### config.mk
export PLATFORM = sky130hd
export DESIGN_NAME = pc_fetch_unit
export DESIGN_NICKNAME = d
export VERILOG_FILES = /design/src/rtl/pc_fetch_unit_pkg.sv /design/src/rtl/pc_fetch_unit_mux.sv /design/src/rtl/pc_fetch_unit.sv
export SDC_FILE = /design/constraint.sdc
export NUM_CORES = 1
export LEC_CHECK = 0
export CAP_MARGIN = 20
export CORE_MARGIN = 1.5
export CORE_UTILIZATION = 45
export DETAILED_ROUTE_END_ITERATION = 8
export PLACE_DENSITY = 0.75
export SETUP_SLACK_MARGIN = 0.5
export SLEW_MARGIN = 30
export SYNTH_ARGS = -nofsm -noshare
export SYNTH_HDL_FRONTEND = slang
export SYNTH_SLANG_ARGS = --single-unit
### constraint.sdc
create_clock -name clk -period 2.8 [get_ports clk]
set_clock_uncertainty 0.05 [all_clocks]
set_input_delay 0.56 -clock clk [delete_from_list [all_inputs] [get_ports clk]]
set_output_delay 0.56 -clock clk [all_outputs]
set_load 0.02 [all_outputs]
### src/rtl/pc_fetch_unit_pkg.sv
// Shared definitions for the fetch PC stage: state encoding, widths and
// reset defaults.
package pc_fetch_unit_pkg;

  localparam int          PC_WIDTH     = 32;
  localparam logic [31:0] DEF_RESET_PC = 32'h0000_0000;
  localparam int          DEF_PC_INC   = 4;

  typedef enum logic [1:0] {
    ST_IDLE   = 2'd0,
    ST_RUN    = 2'd1,
    ST_STALL  = 2'd2,
    ST_BUBBLE = 2'd3
  } state_t;

  function automatic logic [PC_WIDTH-1:0] align_word(input logic [PC_WIDTH-1:0] addr);
    return {addr[PC_WIDTH-1:2], 2'b00};
  endfunction

endpackage

### src/rtl/pc_fetch_unit_mux.sv
// 32-bit 2:1 select used for next-PC choice; sel=1 picks in2.
module bit32_2to1mux (
  input  logic [31:0] in1,
  input  logic [31:0] in2,
  input  logic        sel,
  output logic [31:0] out
);

  assign out = sel ? in2 : in1;

endmodule

### src/rtl/pc_fetch_unit.sv
// Fetch program counter: sequential/branch next-PC selection, fetch
// handshake, stall handling and deferred (pending) branch redirects.
//
// state  | meaning
// IDLE   | first cycle after reset, pc not yet presented
// RUN    | pc presented, advances on accept
// STALL  | pc presented but frozen by stall_i
// BUBBLE | one invalid cycle following a redirect
module pc_fetch_unit
  import pc_fetch_unit_pkg::*;
#(
  parameter logic [31:0] RESET_PC = DEF_RESET_PC,
  parameter int          PC_INC   = DEF_PC_INC
) (
  input  logic        clk,
  input  logic        rst_n,
  input  logic        stall_i,
  input  logic        branch_valid_i,
  input  logic [31:0] branch_target_i,
  input  logic        fetch_ready_i,
  output logic [31:0] pc_o,
  output logic        pc_valid_o,
  output logic [31:0] pc_plus4_o,
  output logic        redirect_o,
  output logic        misalign_err_o
);

  state_t      state, state_nxt;
  logic        pend_valid;
  logic [31:0] pend_target;
  logic [31:0] live_target;
  logic [31:0] branch_sel;
  logic [31:0] pc_nxt;
  logic        presenting;
  logic        can_redirect;
  logic        live_branch;
  logic        take_branch;
  logic        accept;
  logic        capture;

  assign presenting   = (state == ST_RUN) || (state == ST_STALL);
  assign pc_valid_o   = presenting;
  assign pc_plus4_o   = pc_o + 32'(PC_INC);
  assign live_target  = align_word(branch_target_i);

  assign can_redirect = presenting && !stall_i;
  assign live_branch  = can_redirect && branch_valid_i;
  assign take_branch  = live_branch || (can_redirect && pend_valid);
  assign accept       = presenting && fetch_ready_i && !stall_i;
  assign capture      = branch_valid_i && !live_branch;

  // A live branch is newer than anything pending, so it wins the select.
  assign branch_sel = live_branch ? live_target : pend_target;

  bit32_2to1mux u_next_pc_mux (
    .in1 (pc_plus4_o),
    .in2 (branch_sel),
    .sel (take_branch),
    .out (pc_nxt)
  );

  always_comb begin
    state_nxt = state;
    case (state)
      ST_IDLE:   state_nxt = ST_RUN;
      ST_RUN: begin
        if (take_branch)  state_nxt = ST_BUBBLE;
        else if (stall_i) state_nxt = ST_STALL;
      end
      ST_STALL: begin
        if (take_branch)   state_nxt = ST_BUBBLE;
        else if (!stall_i) state_nxt = ST_RUN;
      end
      ST_BUBBLE: state_nxt = stall_i ? ST_STALL : ST_RUN;
      default:   state_nxt = ST_IDLE;
    endcase
  end

  always_ff @(posedge clk or negedge rst_n) begin
    if (!rst_n) begin
      state          <= ST_IDLE;
      pc_o           <= RESET_PC;
      pend_valid     <= 1'b0;
      pend_target    <= '0;
      redirect_o     <= 1'b0;
      misalign_err_o <= 1'b0;
    end else begin
      state      <= state_nxt;
      redirect_o <= take_branch;
      if (take_branch || accept) pc_o <= pc_nxt;
      if (capture) begin
        pend_valid  <= 1'b1;
        pend_target <= live_target;
      end else if (take_branch) begin
        pend_valid  <= 1'b0;
      end
      if (branch_valid_i && (branch_target_i[1:0] != 2'b00)) misalign_err_o <= 1'b1;
    end
  end

endmodule

==> metrics.txt <==
Hold Path Class input pin to asynchronous set/reset pin; final worst path period need about 2.8 ns; std cell rows 34; post-layout util 0.7133; outcome completed; Die Y a little under 100 um; Crit path required time roughly 2.2 ns; Reg2Reg Launch Point pc_o[12]; number of DRC markers in iteration 0 234; die area 9650 um^2; fin crit share 0.9893; Die Width ~100 um; Post-synth top cells 65 x dfrtp_1, 46 x mux2_2, 26 x nand2_1, 24 x xnor2_1, 22 x clkbuf_1; total wire length around 13 mm; Yosys top cell area share 0.3985; Worst-path clk slew 0.07 ns; largest cells by area after synthesis dfrtp_1 40%, mux2_2 13%, xnor2_1 5.2%, mux2i_1 2.5%, nand2_1 2.4%; part of the Yosys area used for sequential elements 0.3985; Longest Clk Path Bufs 2; Arr. time, crit path between 2 and 2.5 ns; Post-synth EDFFs 0; Yosys warnings 0; layout cells sized above 1 0.4003; slowest CP cell or4_4; H-Tree Depth 3; fin worst setup slack about 0.03 ns; Max Fclk roughly 0.36 GHz; RSZ-0062 raised after global routing yes; Cells after Synth roughly 400; CP bufs+invs 1; max-slew violation count 0; Placer Congestion just under 1; Root Buffer Master clkbuf_8; Avg Cell Area, Syn between 9 and 10 um^2; Initial Utilization 0.4657; CP startpoint pc_o[3]; number of I/O port buffers between 90 and 100; Slew Limit Headroom 0.6221; CP delay by family, top simple AND/OR/NAND/NOR gates; Distinct cells, synth 58; total gr overflow 0; Fin. Hold Viols 0; total core area around 8800 um^2; maximum VDD drop about 750 uV; dominant cell type by area after synthesis dfrtp_1; Crit Path Class flop to output port; GRT Overall Usage 0.2687; DR DRC count 0; CP max FO 4; Static Leak 0.002624 uW; Pwr Density about 1100 nW/um^2; antenna violations before repair 0; I/O Pins about 100; clock latency on the worst-skew pair 0.36 ns; hold buffers post-CTS 0; wire per inst ~19 um; largest net degree at the start of global routing 27; TNS Setup 0 ns; CTS buffer count 9; CP peak stage delay roughly 0.43 ns; post-place setup slack -0.09343 ns; nets@finish between 600 and 700; TritonRoute pass-1 iters 5; via count 4,157; Final ANT Viol Nets 0; n_diodes 0; TritonCTS clock tree yes; Via density 6.069; maximum capacitance violations 0; Post-Syn Area 4081 um^2; dpl hpwl between 9 and 10 mm; vias in the first global route approximately 4,000; Synth-to-Final Area Change 53.16%; worst hold margin roughly 0.14 ns; CP endpoint kind output port; CP Launch Type flop; Worst-Margin Slew between 0.5 and 0.6 ns; Post-synth ARST share 1.000; crit-path cells ha_4 > nand3_4 > or4_4 > or3_4 > xnor2_4 > buf_6; ys flop type dfrtp_1; clock net sink count 65; # setup viols final 0; global-route wire length before repair between 20 and 25 mm; most frequent cell after synthesis dfrtp_1; Seq cells post-synth 65
==> power breakdown <==
group          leakage, uW  internal (uW)  switching, uW
logic              0.00178           2140           2400
registers         0.000724           1360            308
clock network     0.000115            547            391
==> metal layers <==
layer  GRT usage  vias up  wire length (um)
li1            -     1853                 -
met1      0.3614     2074              5691
met2      0.4377      205              6535
met3     0.05154       25               820
met4     0.09101        0               259
met5           0        -                 0
==> what timing repair did <==
| action | in CTS | in global routing |
|---|---|---|
| buffers inserted | 13 | 10 |
| pin swaps | 10 | 11 |
| gates resized for setup | 152 | 35 |
| endpoints found under the hold margin | 0 | 0 |
| endpoints found under the setup margin | 37 | 43 |
==> cell type report <==
cell class | instances | area [um^2]
Clock buffer | 11 | 151.4
Multi-Input combinational cell | 304 | 2643
Sequential cell | 65 | 1637
Fill cell | 640 | 2512
Timing Repair Buffer | 182 | 1570
Tap cell | 108 | 135.1
Inverter | 10 | 37.54
Clock inverter | 5 | 77.57
==> final timing paths <==
check / endpoint / slack [ns] / cells after the start
setup / recovery: pc_plus4_o[26] / 0.03 / 6
hold / removal: pend_target[7] / 0.14 / 1
setup reg to reg: pc_o[31] / 0.47 / 8
hold reg to reg: misalign_err_o / 0.42 / 1
max in group asynchronous: pend_target[29] / 1.79 / 2
min in group clk: misalign_err_o / 0.42 / 1
==> cell usage in the layout (no fill, tap or decap), drive strengths merged, types with 6 or more instances in the layout <==
cell type	count
nor3	6
clkdlybuf4s50	67
o211ai	9
nor2	19
o21ai	14
xnor2	24
mux2i	10
nand4	13
clkbuf	12
nand2	26
mux2	46
o311ai	11
and4	8
inv	10
a21oi	12
buf	109
o22ai	6
nand3	17
dfrtp	65
xor2	7
a22oi	11
==> state kept, by name (all words and copies together) (netlist names) <==
signal,flops
pend_target,30
redirect_o,1
pc_o,30
pend_valid,1
state,2
misalign_err_o,1
==> kinds of logic (layout without fill, tap and decap cells) <==
group	after synthesis	in the layout	synth area share
muxes	56	56	0.1514
other	1	4	0.0009188
DFF	65	65	0.3985
and+or+nand+nor	120	120	0.1619
adders and majority gates	5	5	0.01533
xor gates and xnor gates	31	31	0.06652
buffers and inverters	46	208	0.04966
AOI/OAI and AO/OA	88	88	0.1557
==> through the flow <==
stage	cell area, um^2	std cells	power, uW
2_1_floorplan	4314	415	4153
3_3_place_gp	5715	646	5839
3_5_place_dp	5715	646	5951
4_1_cts	6041	675	6865
5_1_grt	6251	685	7520
6_report	6251	685	7142
Note: power is estimated with default switching activity, not from simulation.
